$ cat src/rtl/usb_buf_pkg.sv
// usb_buf_pkg: shared sizing and ownership-state encoding for the USB data buffer
package usb_buf_pkg;
   localparam int DEPTH_DEF = 64;
   localparam int PTR_W = 6;
   localparam int OCC_W = PTR_W + 1;
   typedef enum logic [1:0] {
      IDLE    = 2'd0,
      TX_MODE = 2'd1,
      RX_MODE = 2'd2,
      FLUSH   = 2'd3
   } bufModeType;
endpackage

$ cat src/rtl/data_buffer_mem.sv
// data_buffer_mem: byte storage with one synchronous write port and one asynchronous read port
module data_buffer_mem
   import usb_buf_pkg::*;
#(
   parameter int DEPTH = DEPTH_DEF
) (
   input  logic             clk,
   input  logic             we,
   input  logic [PTR_W-1:0] wr_addr,
   input  logic [7:0]       wr_data,
   input  logic [PTR_W-1:0] rd_addr,
   output logic [7:0]       rd_data
);
   logic [7:0] mem [DEPTH];
   // write the pushed byte at the clock edge; contents are never reset
   always_ff @(posedge clk)
      if (we) mem[wr_addr] <= wr_data;
   assign rd_data = mem[rd_addr];
endmodule

$ cat src/rtl/data_buffer_ctrl.sv
// data_buffer_ctrl: shared byte FIFO owned alternately by the AHB side (TX) and USB side (RX)
module data_buffer_ctrl
   import usb_buf_pkg::*;
#(
   parameter int DEPTH = DEPTH_DEF
) (
   input  logic             clk,
   input  logic             n_rst,
   input  logic             clear,
   input  logic             store_tx_data,
   input  logic [7:0]       tx_data,
   input  logic             get_rx_data,
   input  logic             store_rx_packet_data,
   input  logic [7:0]       rx_packet_data,
   input  logic             get_tx_packet_data,
   output logic [7:0]       rx_data,
   output logic [7:0]       tx_packet_data,
   output logic [OCC_W-1:0] buffer_occupancy,
   output logic             ahb_ready,
   output logic             usb_ready,
   output logic [1:0]       buf_mode,
   output logic             buf_error
);
   bufModeType       state, state_nxt;
   logic [PTR_W-1:0] wr_ptr, rd_ptr;
   logic [OCC_W-1:0] occ_nxt;
   logic             push_ahb, push_usb, pop_ahb, pop_usb, push, pop;
   logic             full, empty, live, refused;
   logic [7:0]       wr_byte, rd_byte;

   assign full    = buffer_occupancy == OCC_W'(DEPTH);
   assign empty   = buffer_occupancy == '0;
   assign live    = !clear && state != FLUSH;
   assign push    = push_ahb | push_usb;
   assign pop     = pop_ahb | pop_usb;
   assign wr_byte = push_usb ? rx_packet_data : tx_data;

   data_buffer_mem #(.DEPTH(DEPTH)) u_mem (
      .clk     (clk),
      .we      (push),
      .wr_addr (wr_ptr),
      .wr_data (wr_byte),
      .rd_addr (rd_ptr),
      .rd_data (rd_byte)
   );

   // ownership state register
   always_ff @(posedge clk or negedge n_rst)
      if (!n_rst) state <= IDLE;
      else        state <= state_nxt;

   // accept/refuse decisions and next ownership state; USB push wins a tie in IDLE
   always_comb begin
      push_ahb  = 1'b0;
      push_usb  = 1'b0;
      pop_ahb   = 1'b0;
      pop_usb   = 1'b0;
      state_nxt = state;
      case (state)
         IDLE: begin
            push_usb = live && store_rx_packet_data;
            push_ahb = live && store_tx_data && !store_rx_packet_data;
         end
         TX_MODE: begin
            push_ahb = live && store_tx_data && !full;
            pop_usb  = live && get_tx_packet_data && !empty;
         end
         RX_MODE: begin
            push_usb = live && store_rx_packet_data && !full;
            pop_ahb  = live && get_rx_data && !empty;
         end
         default: ;
      endcase
      occ_nxt = buffer_occupancy + OCC_W'(push) - OCC_W'(pop);
      if (clear) state_nxt = FLUSH;
      else case (state)
         IDLE:    state_nxt = push_usb ? RX_MODE : push_ahb ? TX_MODE : IDLE;
         TX_MODE,
         RX_MODE: state_nxt = occ_nxt == '0 ? IDLE : state;
         default: state_nxt = IDLE;
      endcase
      refused = (store_tx_data && !push_ahb) || (get_rx_data && !pop_ahb) ||
                (store_rx_packet_data && !push_usb) || (get_tx_packet_data && !pop_usb);
   end

   assign ahb_ready = push_ahb | pop_ahb;
   assign usb_ready = push_usb | pop_usb;
   assign buf_mode  = state;

   // pointers, occupancy, popped-byte registers and the refusal pulse; a flush empties the buffer
   always_ff @(posedge clk or negedge n_rst)
      if (!n_rst) begin
         wr_ptr           <= '0;
         rd_ptr           <= '0;
         buffer_occupancy <= '0;
         rx_data          <= '0;
         tx_packet_data   <= '0;
         buf_error        <= 1'b0;
      end else begin
         buf_error <= refused && live;
         if (!live) begin
            wr_ptr           <= '0;
            rd_ptr           <= '0;
            buffer_occupancy <= '0;
         end else begin
            if (push) wr_ptr <= wr_ptr + 1'b1;
            if (pop)  rd_ptr <= rd_ptr + 1'b1;
            buffer_occupancy <= occ_nxt;
            if (pop_ahb) rx_data <= rd_byte;
            if (pop_usb) tx_packet_data <= rd_byte;
         end
      end
endmodule

$ cat config.mk
export PLATFORM = sky130hd
export DESIGN_NAME = data_buffer_ctrl
export DESIGN_NICKNAME = d
export VERILOG_FILES = /design/src/rtl/usb_buf_pkg.sv /design/src/rtl/data_buffer_mem.sv /design/src/rtl/data_buffer_ctrl.sv
export SDC_FILE = /design/constraint.sdc
export NUM_CORES = 1
export LEC_CHECK = 0
export ABC_AREA = 1
export CORE_ASPECT_RATIO = 2
export CORE_MARGIN = 1
export CORE_UTILIZATION = 40
export CTS_BUF_LIST = sky130_fd_sc_hd__clkbuf_4 sky130_fd_sc_hd__clkbuf_8
export CTS_CLUSTER_SIZE = 40
export DETAILED_ROUTE_END_ITERATION = 8
export GPL_TIMING_DRIVEN = 0
export PLACE_DENSITY_LB_ADDON = 0.3
export SLEW_MARGIN = 20
export SYNTH_ARGS = -nofsm -noshare
export SYNTH_HDL_FRONTEND = slang
export SYNTH_SLANG_ARGS = --single-unit
$ cat constraint.sdc
create_clock -name clk -period 8.6 [get_ports clk]
set_input_delay 1.72 -clock clk [delete_from_list [all_inputs] [get_ports clk]]
set_output_delay 1.72 -clock clk [all_outputs]
set_load 0.005 [all_outputs]
==> impl_metrics.tcl, run 1 <==
set metrics [dict create \
    die_w_um 175 \
    routed.top_layer "met4" \
    cp_max_fo 10 \
    layout_setup_ws_ns 3.04 \
    period_minus_slack_ns 5.56 \
    fmax_ghz 0.180 \
    drive_gt1_frac 0.0951 \
    slew_headroom 0.283 \
    maxCapViolCount 0 \
    nNetsFinal 2452 \
    powerDensity_nw_per_um2 261 \
    initial_core_util 0.405 \
    arrival_ns 3.84 \
    route.detailed.drc 0 \
    rows 126 \
    ys_seq_elements 550 \
    vias_per_cell 5.24 \
    placement.io_buffers 50 \
    reg2regPathDepth 11 \
    gp_congestion 0.936 \
    grt_pass1_vias 17500 \
    syn_to_final_growth_pct 13.7 \
    cts_setup_buffers 0 \
    cp_data_required_time_ns 6.88 \
    cts_tree "built" \
    grt_pass1_wl_um 113000 \
    critPathLaunchType "input pin" \
    cts_resized 0 \
    cts_buffers 72 \
    synthesis.area_sq_um 23900 \
    postCtsHoldBufs 0 \
    floorplan.die_area_sq_um 60900 \
    synthesis.nets 2319 \
    h-tree-depth 3 \
    path_clk_slew_ns 0.06 \
    clk_latency_ns 0.68 \
    worst_slew_pin_slew_ns 1.07 \
    cp_slowest_cell "clkdlybuf4s50_1" \
    fin_cells 3239 \
    drt_first_iter_violations 1450 \
    crit_type "in -> out" \
    outcome "complete, no violations" \
    final.fill_count 5504 \
    fin_crit_sh 0.646 \
    die_h_um 348 \
    synthCells 2280 \
    clock_sinks 550 \
    ir_worst_vdd_v 0.000248 \
    hold_viol_final 0 \
    drt-met1-wl_um 24500 \
    wl_met2_um 41900 \
    hold_class "reg -> reg" \
    wl_met3_um 4140 \
    setup_viol_count_final 0 \
    vias 17000 \
    antenna_found_initial 1 \
    skew_ns 0.0282 \
    path_cells "clkdlybuf4s50_1 > nor2_2 > buf_2 > nand4_1 > clkbuf_1 > nand2_1 > clkdlybuf4s50_1" \
    drtAntennaViolNets 0 \
    place_ws_ns 3.02 \
    coreArea_sq_um 59100 \
    synth_cell_type_count 31 \
    fin_setup_tns_ns 0 \
    wl_per_cell_um 24.3 \
    postSynthAreaPerCell_sq_um 10.5 \
    slowest_delay_ns 0.51 \
    routed_wirelength_um 78700 \
    hold_depth 2 \
    ctsLongestPathBuffers 3 \
    io_pins 51 \
    overflow 0 \
    placed_cells 3107 \
    final_max_slew_viol_count 0 \
    root_buffer "clkbuf_8" \
    crit_top_cell "clkdlybuf4s50_1" \
    setup.worst_path.end_class "output pin" \
    dpl.hpwl_um 57500 \
    grt_max_degree 61 \
    synth-seq-area-share 0.682 \
    first_pass_iters 7 \
    yosysWarnings 0 \
    grt.total_usage 0.264 \
    rsz0062_at_grt "no" \
    leakage_nw 10.7 \
]
## synthesized netlist by cell type, drive strengths merged
cell / n / area share
a21oi: 41 / 0.0086
buf: 93 / 0.026
clkbuf: 22 / 0.0035
dfrtp: 38 / 0.040
edfxtp: 512 / 0.64
fa: 1 / 0.00084
ha: 15 / 0.0078
inv: 206 / 0.032
nand2: 815 / 0.13
nand3: 295 / 0.062
nand3b: 1 / 0.00031
nand4: 16 / 0.0054
nor2: 166 / 0.026
nor3: 1 / 0.00042
o211ai: 24 / 0.0075
o21ai: 23 / 0.0048
o31ai: 2 / 0.00063
xnor2: 1 / 0.00037
xor2: 8 / 0.0029
## layout by cell type, fill, tap and decap left out, types with 2 or more instances in the layout
cell type        count
nand4_1             14
edfxtp_1           512
xor2_1               8
bufinv_16            5
o31ai_1              2
nand2_1            804
nand4_4              2
buf_2               58
clkdlybuf4s50_1     49
buf_6               17
buf_4               13
inv_1              203
inv_2                2
clkbuf_1            22
clkinv_2             7
o21ai_0             22
a21oi_1             41
dfrtp_1             38
buf_1                5
nand3_1            295
nor2_1             164
o211ai_1            24
clkbuf_4            21
inv_6                2
clkinv_1            13
nand2_2              2
buf_16               6
ha_1                15
buf_12               4
clkinvlp_4           3
clkbuf_8            79
nand2_4              9
## critical path, delay by kind of cell
family | cells | cell delay (ns)
buffers and inverters | 4 | 1.58
AND/OR/NAND/NOR | 3 | 0.52
## area by class of cell
class	instances	area (sq um)	share of cell area
diodes	1	2.50	0.0000920
plain buffers	115	696	0.0256
clock buffers	100	1240	0.0458
clock inverters	31	285	0.0105
inverters	206	776	0.0285
multi-input cells	1409	6190	0.228
flip-flops and latches	550	16300	0.600
well taps	768	961	0.0353
repair buffers	59	721	0.0265
## final timing paths
kind	start	endpoint	slack, ns
min in group asynchronous	n_rst	rx_data[6]	0.91
min	tx_packet_data[5]	tx_packet_data[5]	0.49
min reg2reg	tx_packet_data[5]	tx_packet_data[5]	0.49
max in group asynchronous	n_rst	wr_ptr[4]	7.20
max	clear	ahb_ready	3.04
max reg2reg	buffer_occupancy[2]	u_mem.mem[58][3]	4.86
## cell families (layout without fill, tap and decap cells)
family,Yosys count,in the layout,synth area share
xor gates and xnor gates,9,9,0.00329
buffers and inverters,321,511,0.0615
AOI/OAI and AO/OA,90,90,0.0215
other,0,1,0
and+or+nand+nor,1294,1294,0.223
DFF,550,550,0.682
adders and majority gates,16,16,0.00868
## per-layer routing
layer / global-route usage / up-vias
li1: - / 7834
met1: 0.246 / 8157
met2: 0.487 / 729
met3: 0.0356 / 259
met4: 0.249 / 0
met5: 0 / -
## power breakdown
group / switching, mW / total (mW) / internal (mW)
combinational: 1.24 / 1.76 / 0.526
clock: 1.00 / 2.10 / 1.10
sequential: 0.0579 / 3.23 / 3.17
## through the flow
step           power (mW)   util  hold slack, ns  area (sq um)
2_1_floorplan        4.21      -           0.472         23900
3_3_place_gp         4.99  0.429           0.464         25400
3_5_place_dp         5.04  0.434           0.470         25700
4_1_cts              7.11  0.460           0.486         27200
5_1_grt              7.34  0.460           0.514         27200
6_report             7.09  0.460           0.486         27200
## flip-flops by register name, indices dropped and copies added, names as in the netlist
name              cells
buffer_occupancy      7
rd_ptr                6
u_mem.mem           512
buf_error             1
buf_mode              2
tx_packet_data        8
wr_ptr                6
rx_data               8
No activity file was read; power rests on OpenSTA's default activity.
==> run 2: changes to the inputs <==
Clock period 8.6 ns to 5.5 ns, I/O delays scaled along.
==> results of run 2 <==
Same layout as run 1 (identical final DEF). Status: complete, no violations.
Main changes from that run: setup slack after placement 3.02 ns -> 0.967 ns; clock-pin slew on the worst setup and hold paths 0.06 ns -> 0.07 ns; setup slack after layout 3.04 ns -> 1.18 ns; hold slack 0.486 ns -> 0.292 ns; register-to-register setup slack 4.86 ns -> 1.76 ns; total power 7.09 mW -> 11.1 mW; worst IR drop on VDD 0.000248 V -> 0.000387 V
==> run 3: changes to the inputs <==
Clock period 5.5 ns to 3.5 ns, I/O delays scaled along.
==> run 3 against run 2 <==
The run now ends with setup timing left. First-iteration DRC count is 1.9% higher. Sequential power increased by 57%. Register-to-register slack got worse by 1.8 ns. Final cell count grew 0.46%. Global-route usage is essentially flat. Critical path depth up 1. Non-clock buffer count rose by 15. Cell area up 0.82%. Sequential share of layout area decreased by 0.47 points. Wire length increased by 0.28%. Setup slack got worse by 1.3 ns. Utilization up 0.38 points. Highest routed layer unchanged.
==> impl_metrics.tcl, run 3 (same netlist as run 1, synthesis figures left out) <==
set metrics [dict create \
    r2r-start "buf_mode[0]" \
    final_max_slew_viol_count 0 \
    p_clk_frac 0.293 \
    outcome "finished with violations" \
    switchingPower_mw 5.72 \
    placement.io_buffers 50 \
    period_minus_slack_ns 3.58 \
    path_depth 8 \
    reg2regPathDepth 8 \
    largest_reg_flops 512 \
    clk_latency_ns 0.68 \
    h-tree-depth 3 \
    overflow 0 \
    die_h_um 348 \
    vias_per_cell 5.27 \
    route.detailed.drc 0 \
    root_buffer "clkbuf_8" \
    rsz0062_at_grt "yes" \
    maxCapViolCount 0 \
    regMostFlops "u_mem.mem" \
    clock_sinks 550 \
    final_common_cell "nand2_1" \
    grt_max_degree 61 \
    syn_to_final_growth_pct 14.6 \
    path_cells "ha_1 > nor2_4 > nand2_1 > nor2_2 > nand2_2 > nand2_4 > nand4_1 > nor2_1" \
    worst_slew_pin_slew_ns 1.14 \
    fin_crit_sh 1.02 \
    arrival_ns 3.88 \
    wl_per_cell_um 24.2 \
    leakage_nw 10.8 \
    setup_viol_count_final 24 \
    fin_setup_tns_ns -1.18 \
    hold_class "in -> async" \
    cp_slowest_cell "nor2_1" \
    path_clk_slew_ns 0.07 \
    slowest_delay_ns 1.08 \
    io_pins 51 \
    vias 17100 \
    cp_data_required_time_ns 3.80 \
    cp_max_fo 8 \
    cpLargestDelayFamily "simple AND/OR/NAND/NOR gates" \
    top_regs "u_mem.mem (512), rx_data (8), tx_packet_data (8)" \
    layout_setup_ws_ns -0.0847 \
    first_pass_iters 7 \
    drtAntennaViolNets 0 \
    antenna_found_initial 1 \
    rows 126 \
    critical_path.endpoint "u_mem.mem[2][1]" \
    fin_area_sq_um 27400 \
    hold_ws_ns 0.433 \
    rrSetupSlack_ns -0.08 \
    initial_core_util 0.405 \
    worstSetupStartpoint "buf_mode[0]" \
    slew_headroom 0.235 \
    internal_power_mw 11.9 \
    p_comb_frac 0.258 \
    netSwitchingFraction 0.324 \
    crit_type "reg -> reg" \
    skew_ns 0.0298 \
    floorplan.die_area_sq_um 60900 \
    setup.worst_path.end_class "flop" \
    hold_viol_final 0 \
    ctsLongestPathBuffers 3 \
    timing.rr.end "u_mem.mem[2][1]" \
    die_w_um 175 \
    nNetsFinal 2467 \
    cts_tree "built" \
    violations "setup timing" \
    mostFrequentLayoutCells "nand2_1 (801), edfxtp_1 (512), nand3_1 (292)" \
    drt_first_iter_violations 1477 \
    grt_pass1_vias 17500 \
    drive_gt1_frac 0.111 \
    ir_worst_vdd_v 0.000606 \
    dpl.hpwl_um 57500 \
    powerDensity_nw_per_um2 643 \
    grt_pass1_wl_um 113000 \
    cts_buffers 72 \
    crit_buf_inv 0 \
    place_area_sq_um 25700 \
    fmax_ghz 0.279 \
    gp_congestion 0.936 \
    pwr-share-seq 0.450 \
    grt.total_usage 0.264 \
    place_ws_ns -0.633 \
    critPathLaunchType "flop" \
    coreArea_sq_um 59100 \
    routed_wirelength_um 78900 \
]
-- run 3: metrics by stage --
stage	power [mW]	instances	utilization
after floorplan	10.3	2280	-
after global placement	12.3	3098	0.429
after detailed placement	12.4	3107	0.434
after CTS	17.5	3243	0.461
after global routing	18.2	3254	0.464
final	17.6	3254	0.464
-- run 3: timing repair --
item | in CTS | in global routing
endpoints found under the setup margin | 197 | 108
buffers inserted | 4 | 10
pin swaps | 2 | 13
endpoints found under the hold margin | 10 | 0
resized for setup | 12 | 28
hold buffers | 1 | 0
-- run 3: power by group through the flow --
stage	Clock, mW	Combinational, mW	Sequential [mW]
final	5.16	4.54	7.93
after global routing	5.44	4.86	7.94
after CTS	5.20	4.39	7.93
after detailed placement	0	4.32	8.07
after global placement	0	4.09	8.18
after floorplan	0	2.25	8.08
-- run 3: per-layer routing --
metal,global-route usage,vias to the layer above,share of wire
li1,-,7871,-
met1,0.246,8243,0.31
met2,0.488,739,0.53
met3,0.0356,282,0.051
met4,0.250,0,0.11
met5,0,-,0
-- run 3: worst min path at each step --
| stage | end | depth (start not counted) | slack, ns |
|---|---|---|---|
| 3_3_place_gp | tx_packet_data[7] | 2 | 0.46 |
| 5_1_grt | rx_data[7] | 2 | 0.45 |
| 2_1_floorplan | buf_error | 0 | 0.40 |
| 3_5_place_dp | rx_data[1] | 2 | 0.47 |
| 4_1_cts | tx_packet_data[7] | 2 | 0.42 |
| 6_report | rx_data[7] | 2 | 0.43 |
-- run 3: area by class of cell --
type	count	area, sq um
Fill cell	5490	31700
Sequential cell	550	16300
Multi-Input combinational cell	1409	6270
Clock buffer	100	1240
Tap cell	768	961
Timing Repair Buffer	74	836
Inverter	206	778
Buffer	115	717
Clock inverter	31	285
Antenna cell	1	2.50
-- run 3: worst reg2reg max path: stages, from the launching register on --
cell and delay (ns):
dfrtp_1 0.43, ha_1 0.25, nor2_4 0.13, nand2_1 0.08, nor2_2 0.14, nand2_2 0.10, nand2_4 0.12, nand4_1 0.88
nor2_1 1.09
==> variant, RTL diff (settings of run 3) <==
Remove the register `buf_error`: a continuous assignment takes its place, so the output `buf_error` follows one clock earlier.
--- a/src/rtl/data_buffer_ctrl.sv
+++ b/src/rtl/data_buffer_ctrl.sv
@@ -97,5 +97,3 @@
          tx_packet_data   <= '0;
-         buf_error        <= 1'b0;
       end else begin
-         buf_error <= refused && live;
          if (!live) begin
@@ -112,2 +110,4 @@
       end
+
+   assign buf_error = refused && live;
 endmodule
Check against the original RTL: not equivalent (a bounded check fails within 4 cycles, from zero or initial values and one cycle with n_rst low).
==> variant against run 3 <==
  * The flow still finishes with violations (setup timing)
  * Critical path depth unchanged
  * Sequential cell count down 1
  * Synthesized area down 0.10%
  * Utilization down 0.13 points
  * Final area down 0.55%
  * First-iteration DRC count down 7.7%
  * Worst setup slack worse by 0.057 ns
  * Power down 1.4%
  * Wire length up 0.18%
  * Combinational power up 3%
  * Largest power group unchanged
==> variant: results (changes against run 3) <==
- Run status: finished, violations left
- Failing checks: setup timing
- R2R Path End: u_mem.mem[51][0]
- Final Non-Filler Cells: 3245 (-0.28%)
- Final setup viols: 99 (+310%)
- Clock power share: 0.277 (-0.016)
- Sw power: 5.759 mW (+0.69%)
- Post-Syn Area per Cell: 10.49 um^2 (about the same)
- Seq. pwr: 7.90 mW (about the same)
- Initial DRC Count: 1363 (-7.7%)
- Syn nets: 2318 (-0.043%)
- Dpl hpwl: 57300 um (-0.29%)
- Final net count: 2460 (-0.28%)
- Seq/Total Area, Yosys: 0.6820 (about the same)
- CTS buffer count: 70 (-2.8%)
- Post-place setup slack: -0.8092 ns (-0.1762 ns)
- CP arrival: 3.93 ns (+0.05 ns)
- Setup Fix Bufs, Post-CTS: 6 (+2)
- Peak supply drop: 0.5882 mV (-2.9%)
- Synth area leaders: edfxtp_1 64%, nand2_1 13%, nand3_1 6.2%
- Post-route setup TNS: -7.058 ns (-5.877 ns)
- R2r setup slk: -0.14 ns (-0.06 ns)
- PortBufs: 50 (unchanged)
- Least-Margin Pin Slew: 1.203 ns (+0.05914 ns)
- M1 WL: 24510 um (+0.13%)
- Leak: 10.77 nW (-0.67%)
- Vias per cell: 5.270 (about the same)
- Final worst setup slack: -0.1414 ns (-0.05670 ns)
- WL met2: 41710 um (-0.24%)
- Ratio of cells with drive above 1 in the final layout: 0.1099 (-0.001212)
- Fillers: 5593 (+1.9%)
- Multi-input logic area: 6286 um^2 (+0.24%)
- Worst Setup SP: buf_mode[1]
- Total wire length: 79050 um (+0.18%)
- Placed cell areas: 25640 um^2 (about the same)
- GRT Util Overall: 0.2623 (-0.002167)
- Post-CTS Resized: 23 (+11)
- GP Congestion: 0.9470 (+1.2%)
- Post-synth EDFFs: 512 (unchanged)
- Met3 wire len: 4327 um (+6.6%)
- Largest net degree at the start of global routing: 63 (+3.3%)
- Synth async-reset ratio: 0.06740 (-0.001696)
- Clock skew: 0.02787 ns (-0.001904 ns)
- Number of global-route vias before repair: 17.11k (-2.2%)
- Number of iterations in the first detailed-routing pass: 5 (-2)
-- variant: changes by cell type in the layout (fill, tap and decap cells not counted), moves of 2 or more --
cell / run 3 / this run
buf_4: 28 / 26
inv_1: 198 / 196
dfrtp_1: 35 / 37
bufinv_16: 5 / 3
nand3_1: 292 / 290
nor2_1: 158 / 153
nor2_2: 6 / 11
clkinv_2: 7 / 9
inv_6: 2 / 4
clkbuf_8: 79 / 73
dfrtp_2: 3 / 0
-- variant: worst min path at each step --
stage | depth (start not counted) | slack, ns | endpoint | startpoint
3_3_place_gp | 2 | 0.47 | tx_packet_data[7] | tx_packet_data[7]
3_5_place_dp | 2 | 0.46 | rx_data[0] | rx_data[0]
5_1_grt | 2 | 0.45 | rx_data[3] | n_rst
4_1_cts | 2 | 0.41 | rx_data[3] | n_rst
2_1_floorplan | 0 | 0.40 | buf_mode[0] | n_rst
6_report | 2 | 0.42 | rx_data[5] | n_rst
-- variant: layer usage --
layer  up-vias  GRT usage
li1       7854          -
met1      8184     0.2421
met2       793     0.4813
met3       270    0.03571
met4         0     0.2568
met5         -          0
-- variant: final cells by class --
type / instances / share of cell area
antenna: 1 / 0.00009175
multi-input combinational: 1409 / 0.2305
buffer: 114 / 0.02624
timing repair buffer: 71 / 0.02991
clock inverter: 32 / 0.008854
tap: 768 / 0.03523
sequential: 549 / 0.5976
inverter: 206 / 0.02867
clock buffer: 95 / 0.04289
-- variant: cells by family after synthesis --
logic type      count (synthesis)  synth area share
buf+inv                       321           0.06156
compound gates                 90           0.02157
fa+ha+maj                      16          0.008689
xor+xnor                        9          0.003298
simple gates                 1294            0.2229
flops                         549            0.6820
